**src/rtl/uart_rx.sv**
```systemverilog
// rtl/uart_rx.sv - 8N1 UART receiver with mid-bit sampling, frame-error and done strobes.
// Define UART_RX_PARITY_EN for 8E1 framing with an o_parity_err strobe.
module uart_rx #(
  parameter int CLOCK_PER_BIT = 40
) (
  input  logic       i_clk,
  input  logic       i_rst,
  input  logic       i_RX_bit,
  output logic [7:0] o_RX_byte,
  output logic       o_RX_done,
  output logic       o_receive_state,
  output logic       o_frame_err
`ifdef UART_RX_PARITY_EN
  ,
  output logic       o_parity_err
`endif
);

  localparam int CW = $clog2(CLOCK_PER_BIT) + 1;
  localparam logic [CW-1:0] HALF_LAST = CW'(CLOCK_PER_BIT / 2 - 1);
  localparam logic [CW-1:0] BIT_LAST  = CW'(CLOCK_PER_BIT - 1);

`ifdef UART_RX_PARITY_EN
  typedef enum logic [2:0] {
    IDLE = 3'd0, START = 3'd1, DATA = 3'd2, STOP = 3'd3, CLEANUP = 3'd4, PARITY = 3'd5
  } state_t;
`else
  typedef enum logic [2:0] {
    IDLE = 3'd0, START = 3'd1, DATA = 3'd2, STOP = 3'd3, CLEANUP = 3'd4
  } state_t;
`endif

  state_t          state, state_n;
  logic            rx_meta, r_rx;
  logic [CW-1:0]   cnt, cnt_n;
  logic [2:0]      idx, idx_n;
  logic [7:0]      shreg, shreg_n;
  logic [7:0]      byte_n;
  logic            done_n, ferr_n, recv_n;
`ifdef UART_RX_PARITY_EN
  logic            par_q, par_n, perr_n;
`endif

  always_ff @(posedge i_clk) begin
    if (i_rst) begin
      rx_meta         <= 1'b1;
      r_rx            <= 1'b1;
      state           <= IDLE;
      cnt             <= '0;
      idx             <= '0;
      shreg           <= '0;
      o_RX_byte       <= '0;
      o_RX_done       <= 1'b0;
      o_frame_err     <= 1'b0;
      o_receive_state <= 1'b0;
`ifdef UART_RX_PARITY_EN
      par_q           <= 1'b0;
      o_parity_err    <= 1'b0;
`endif
    end else begin
      rx_meta         <= i_RX_bit;
      r_rx            <= rx_meta;
      state           <= state_n;
      cnt             <= cnt_n;
      idx             <= idx_n;
      shreg           <= shreg_n;
      o_RX_byte       <= byte_n;
      o_RX_done       <= done_n;
      o_frame_err     <= ferr_n;
      o_receive_state <= recv_n;
`ifdef UART_RX_PARITY_EN
      par_q           <= par_n;
      o_parity_err    <= perr_n;
`endif
    end
  end

  always_comb begin
    state_n = state;
    cnt_n   = cnt;
    idx_n   = idx;
    shreg_n = shreg;
    byte_n  = o_RX_byte;
    done_n  = 1'b0;
    ferr_n  = 1'b0;
    recv_n  = o_receive_state;
`ifdef UART_RX_PARITY_EN
    par_n   = par_q;
    perr_n  = 1'b0;
`endif
    case (state)
      IDLE: begin
        cnt_n = '0;
        idx_n = '0;
        if (!r_rx) begin
          state_n = START;
          recv_n  = 1'b1;
        end
      end
      START: begin
        // Re-check the line at mid start bit to reject glitches.
        if (cnt == HALF_LAST) begin
          cnt_n = '0;
          if (!r_rx) begin
            state_n = DATA;
          end else begin
            state_n = IDLE;
            recv_n  = 1'b0;
          end
        end else begin
          cnt_n = cnt + 1'b1;
        end
      end
      DATA: begin
        if (cnt == BIT_LAST) begin
          cnt_n        = '0;
          shreg_n[idx] = r_rx;
          idx_n        = idx + 3'd1;
          if (idx == 3'd7) begin
`ifdef UART_RX_PARITY_EN
            state_n = PARITY;
`else
            state_n = STOP;
`endif
          end
        end else begin
          cnt_n = cnt + 1'b1;
        end
      end
`ifdef UART_RX_PARITY_EN
      PARITY: begin
        if (cnt == BIT_LAST) begin
          cnt_n   = '0;
          par_n   = r_rx;
          state_n = STOP;
        end else begin
          cnt_n = cnt + 1'b1;
        end
      end
`endif
      STOP: begin
        if (cnt == BIT_LAST) begin
          cnt_n   = '0;
          state_n = CLEANUP;
          if (r_rx) begin
`ifdef UART_RX_PARITY_EN
            if (^{shreg, par_q}) begin
              perr_n = 1'b1;
            end else begin
              byte_n = shreg;
              done_n = 1'b1;
            end
`else
            byte_n = shreg;
            done_n = 1'b1;
`endif
          end else begin
            ferr_n = 1'b1;
          end
        end else begin
          cnt_n = cnt + 1'b1;
        end
      end
      CLEANUP: begin
        // A stuck-low (break) line must not look like a new start bit.
        if (r_rx) begin
          state_n = IDLE;
          recv_n  = 1'b0;
        end
      end
      default: begin
        state_n = IDLE;
        recv_n  = 1'b0;
        cnt_n   = '0;
        idx_n   = '0;
      end
    endcase
  end

endmodule
```
**config.mk**
```make
export PLATFORM = sky130hd
export DESIGN_NAME = uart_rx
export DESIGN_NICKNAME = d
export VERILOG_FILES = /design/src/rtl/uart_rx.sv
export SDC_FILE = /design/constraint.sdc
export NUM_CORES = 1
export LEC_CHECK = 0
export ABC_AREA = 1
export CAP_MARGIN = 20
export CORE_ASPECT_RATIO = 1.1
export CORE_MARGIN = 5
export CORE_UTILIZATION = 40
export DETAILED_ROUTE_END_ITERATION = 10
export GPL_TIMING_DRIVEN = 0
export PLACE_DENSITY = 0.61
export SLEW_MARGIN = 25
export SYNTH_ARGS = -nofsm -noshare
export SYNTH_HDL_FRONTEND = slang
export SYNTH_SLANG_ARGS = --single-unit
```
**constraint.sdc**
```tcl
create_clock -name i_clk -period 4 [get_ports i_clk]
set_input_delay 0.8 -clock i_clk [delete_from_list [all_inputs] [get_ports i_clk]]
set_output_delay 0.8 -clock i_clk [all_outputs]
set_load 0.005 [all_outputs]
```
After elaboration in Yosys (flattened, before gate mapping)
Cells that the tools add are included.
- $add $sub $neg: 2
- $lt $le $gt $ge: 2
- equal/unequal tests: 13
- multiplexer cells: 22
- bitwise gates (word level): 4
- reduce and logical (&&, ||, !) cells: 10
- operators with widths (kind ; count):
    $mux 3 ; 7
    $pmux 7 s3 ; 1
    $pmux 3 s5 ; 1
    $mux 7 ; 2
    $ne 2x2->1 const B ; 6
    $bwmux 8 ; 1
    $add 7x1->7 const B ; 1
    $eq 7x5->1 const B ; 1
    $eq 7x6->1 const B ; 1
    $eq 3x2->1 const B ; 2
    $eq 3x3->1 const B ; 2
    $mux 1 ; 6
    $pmux 3 s2 ; 1
    $reduce_and 3->1 ; 2
    $reduce_and 6->1 ; 1
    $reduce_or 3->1 ; 2
    $lt 3x4->1 const B ; 1
    $not 1->1 ; 4
    $pmux 1 s4 ; 1
    $reduce_and 2->1 ; 2
    $add 3x1->3 const B ; 1
    $demux 1 s3 ; 1
    $eq 3x1->1 const B ; 1
    $ge 3x1->1 const B ; 1
    4 further kinds ; 4
- register bits after elaboration: 34
- bits of input ports: 3
- output and inout port bits: 11
- logic and storage cells: 63

Longest topological paths before layout
- word-level depth: 5
- depth in mapped cells: 10
- gate-level depth less buffers: 10

Least setup slack after synthesis
OpenSTA, ideal clock, no wires.
- path kind: in2reg
- start: input i_rst
- end: register o_RX_byte[4]
- setup time: 0.070 ns
- arrival time: 1.549 ns
- data required time: 3.930 ns
- slack: 2.381 ns
- stages: 5
- path buffers: 2
- cells stage by stage: clkbuf_1 > inv_1 > clkbuf_1 > o21ai_0 > a21oi_1
- RTL lines (what ; RTL line ; RTL):
    from (decl) ; 7 ; input logic i_rst,
    to (signal assigned) ; 67 ; o_RX_byte <= byte_n;
    to (decl) ; 9 ; output logic [7:0] o_RX_byte,

Worst setup path after layout
- start: register o_RX_byte[1]
- end: output o_RX_byte[1]
No word-level cell between the ends.

==> flow_summary.yaml <==
placement:
  place.detailed.hpwl_mm: 2.258
  place_congestion: 0.8294
  place.port_buffers: 12
pwr:
  p_leak_nw: 0.7835
  maximum_vdd_drop_uv: 167.1
  p_per_area_nw_per_um2: 451.9
critical_path:
  cp-start-kind: "flop"
  critical_path.cell_chain: "clkdlybuf4s50_1"
  biggest_cell_delay_along_the_critical_path_ns: 0.50
  crit_required_ns: 3.20
  worst_r2r_startpoint: "cnt[0]"
  worst_ep_arrival_time_ns: 1.11
  endpoint_kind: "output pin"
  timing.reg2reg.setup_slack_ns: 2.35
  cp.buffers_inverters: 1
  critical_path_peak_fanout: 2
  cp-startpoint: "o_RX_byte[1]"
  slowest_stage: "sky130_fd_sc_hd__clkdlybuf4s50_1"
  cp_top_family: "buffers and inverters"
  setup.worst_path.class: "flop to output pin"
grt:
  met2_usage_pct: 19.30
  grt.met3_usage_pct: 3.137
  grt_util_all_layers_pct: 12.32
  grt_most_used_layer: "met2"
  global_route_wire_length_before_repair_mm: 5.416
  first_global_vias: 1224
  grt_max_degree: 11
  global_route.usage.met1_pct: 15.19
  globalRoute.totalOverflow: 0
  antenna_found_initial: 0
clock_network:
  clock-sinks: 34
  postcts_setup_bufs: 0
  cts.hold.buffers_added: 0
  clock_latency_ns: 0.28
  clock_tree.root_cell: "sky130_fd_sc_hd__clkbuf_8"
  post_cts.resized_instances: 0
  cts_inserted_buffers: 5
  clock_tree_from_tritoncts: "yes"
  path_clk_slew_ns: 0.07
  cts.path.max_buffers: 2
  htree_num_levels: 2
timing:
  final_max_slew_viol_count: 0
  finalCritPeriodShare_pct: 47.67
  fin_worst_skew_ns: 0.005396
  holdWs_ns: 0.4094
  grt_setup_unrepaired: "false"
  slew-limit-headroom_pct: 66.10
  setup-tns-final_ns: 0
  final.min_clock_period_ns: 1.907
  setup_viol: 0
  tightestPinTransition_ns: 0.5086
  hold_violations: 0
  fmax_mhz: 524.5
layout:
  num_antenna_cells: 0
  post_route_cells_drive_above_1_share_pct: 13.99
  area.growth.synth_to_final_pct: 16.81
  finalNetCount: 248
  final_standard_cell_utilization_of_the_core_pct: 48.48
synthesis:
  synth_fp_nets: 229
  post_synth_inst_count: 223
  count_of_state_elements_after_synthesis: 34
  postSynthAreaPerCell_um2: 7.378
  synth_top_area_share_pct: 41.37
  ys.warnings.count: 0
  syn-cell-area_um2: 1645
  synth_seq_area_share_pct: 41.37
  yosys.area.top_type: "sky130_fd_sc_hd__dfxtp_1"
  ys_types: 30
  ys_top_cells_by_area: "sky130_fd_sc_hd__dfxtp_1 41%, sky130_fd_sc_hd__nand2_1 9.1%, sky130_fd_sc_hd__a21oi_1 8.2%"
route:
  vias: 1371
  routed_wirelength_mm: 3.109
  drt_pre_antenna_iters: 4
  drt_first_iter_violations: 112
  routedWlPerCell_um: 10.54
  avgViaCountPerCell: 4.647
  drc: 0
  route.antenna.remaining_nets: 0
hold_path:
  min_from: "rx_meta"
  hold_wc_path_type: "flop to flop"
run:
  cap_violations: 0
floorplan:
  io-pin-count: 14
  floorplan.initialDensity_pct: 41.51
  die-height_um: 77.27
  floorplan.die.width_um: 71.15
  fp.dieArea_um2: 5497
  core_area_um2: 3964
  rows: 24
outcome:
  status: "finished, final reports clean"
state kept, by name, summed over array words and instances, names as in the netlist:
signal and count:
o_receive_state 1, o_RX_byte 8, o_RX_done 1, shreg 8, idx 3, r_rx 1
cnt 7, state 3, o_frame_err 1, rx_meta 1
layout by cell type, fill, tap and decap left out, types with 2 or more instances in the layout:
cell type and n:
sky130_fd_sc_hd__nand2_1 40, sky130_fd_sc_hd__dfxtp_1 34, sky130_fd_sc_hd__inv_1 27, sky130_fd_sc_hd__a21oi_1 27, sky130_fd_sc_hd__nor2_1 22, sky130_fd_sc_hd__nand3_1 12, sky130_fd_sc_hd__clkdlybuf4s50_1 12, sky130_fd_sc_hd__nand4_1 11
sky130_fd_sc_hd__o21ai_0 10, sky130_fd_sc_hd__clkbuf_8 6, sky130_fd_sc_hd__inv_2 4, sky130_fd_sc_hd__clkbuf_1 4, sky130_fd_sc_hd__nor3_2 4, sky130_fd_sc_hd__nor3_1 4, sky130_fd_sc_hd__nand2_2 3, sky130_fd_sc_hd__ha_1 3
sky130_fd_sc_hd__nor2_2 2, sky130_fd_sc_hd__o21ai_1 2, sky130_fd_sc_hd__or2_2 2
worst paths after layout:
check / endpoint / depth (start not counted)
max: o_RX_byte[1] / 1
min: r_rx / 1
max reg2reg: o_RX_byte[0] / 8
min reg2reg: r_rx / 1
power breakdown:
part	internal, mW	switching, mW	total, mW
logic	0.0703	0.140	0.211
clock network	0.139	0.120	0.259
registers	0.366	0.0331	0.399
total	0.575	0.293	0.869
stage by stage:
stage          worst slack (ns)  area [um^2]  total power, mW  instances
2_1_floorplan             2.381         1645           0.5725        223
4_1_cts                   2.071         1922           0.8792        295
3_3_place_gp              1.931         1831           0.6151        287
3_5_place_dp              1.907         1831           0.6182        287
5_1_grt                   2.043         1922           0.9341        295
6_report                  2.093         1922           0.8685        295
per-layer routing:
metal	part of all wire [%]	wire length [um]	vias to the layer above
met3	2.9	89	7
met1	51	1582	583
met2	44	1360	18
met4	2.4	76	0
met5	0	0	-
li1	-	-	763
cell type report:
type | count | area, um^2
Buffer | 7 | 50.05
Fill cell | 423 | 2042
Clock inverter | 1 | 5.005
Tap cell | 52 | 65.06
Inverter | 33 | 126.4
Sequential cell | 34 | 680.7
Clock buffer | 7 | 86.33
Timing Repair Buffer | 12 | 120.1
Multi-Input combinational cell | 149 | 788.3
synthesized netlist by cell type:
cell	count
sky130_fd_sc_hd__clkinv_1	1
sky130_fd_sc_hd__or2_2	2
sky130_fd_sc_hd__inv_4	1
sky130_fd_sc_hd__nand2_2	3
sky130_fd_sc_hd__a21oi_1	27
sky130_fd_sc_hd__nand2_4	1
sky130_fd_sc_hd__clkbuf_4	1
sky130_fd_sc_hd__nand2_1	40
sky130_fd_sc_hd__nor3_1	4
sky130_fd_sc_hd__buf_6	1
sky130_fd_sc_hd__nor2_4	1
sky130_fd_sc_hd__o21ai_2	1
sky130_fd_sc_hd__nand4_1	11
sky130_fd_sc_hd__nor2_8	1
sky130_fd_sc_hd__clkbuf_1	3
sky130_fd_sc_hd__o21ai_0	10
sky130_fd_sc_hd__buf_2	1
sky130_fd_sc_hd__o21ai_1	2
sky130_fd_sc_hd__nor2_2	2
sky130_fd_sc_hd__inv_2	4
sky130_fd_sc_hd__buf_8	1
sky130_fd_sc_hd__nand3b_4	1
sky130_fd_sc_hd__nand3_2	1
sky130_fd_sc_hd__dfxtp_1	34
sky130_fd_sc_hd__nand3_1	12
sky130_fd_sc_hd__a21oi_2	1
sky130_fd_sc_hd__inv_1	27
sky130_fd_sc_hd__nor2_1	22
sky130_fd_sc_hd__nor3_2	4
sky130_fd_sc_hd__ha_1	3
kinds of logic (layout without fill, tap and decap cells):
kind of cell	count (synthesis)	after routing	synth area share, %
adder cells (fa/ha/maj)	3	3	2.282
AND/OR/NAND/NOR	105	105	32.70
buffers and inverters	40	60	10.72
flip-flops	34	34	41.37
AO/OA/AOI/OAI	41	41	12.93
(Power assumes the default switching activity.)
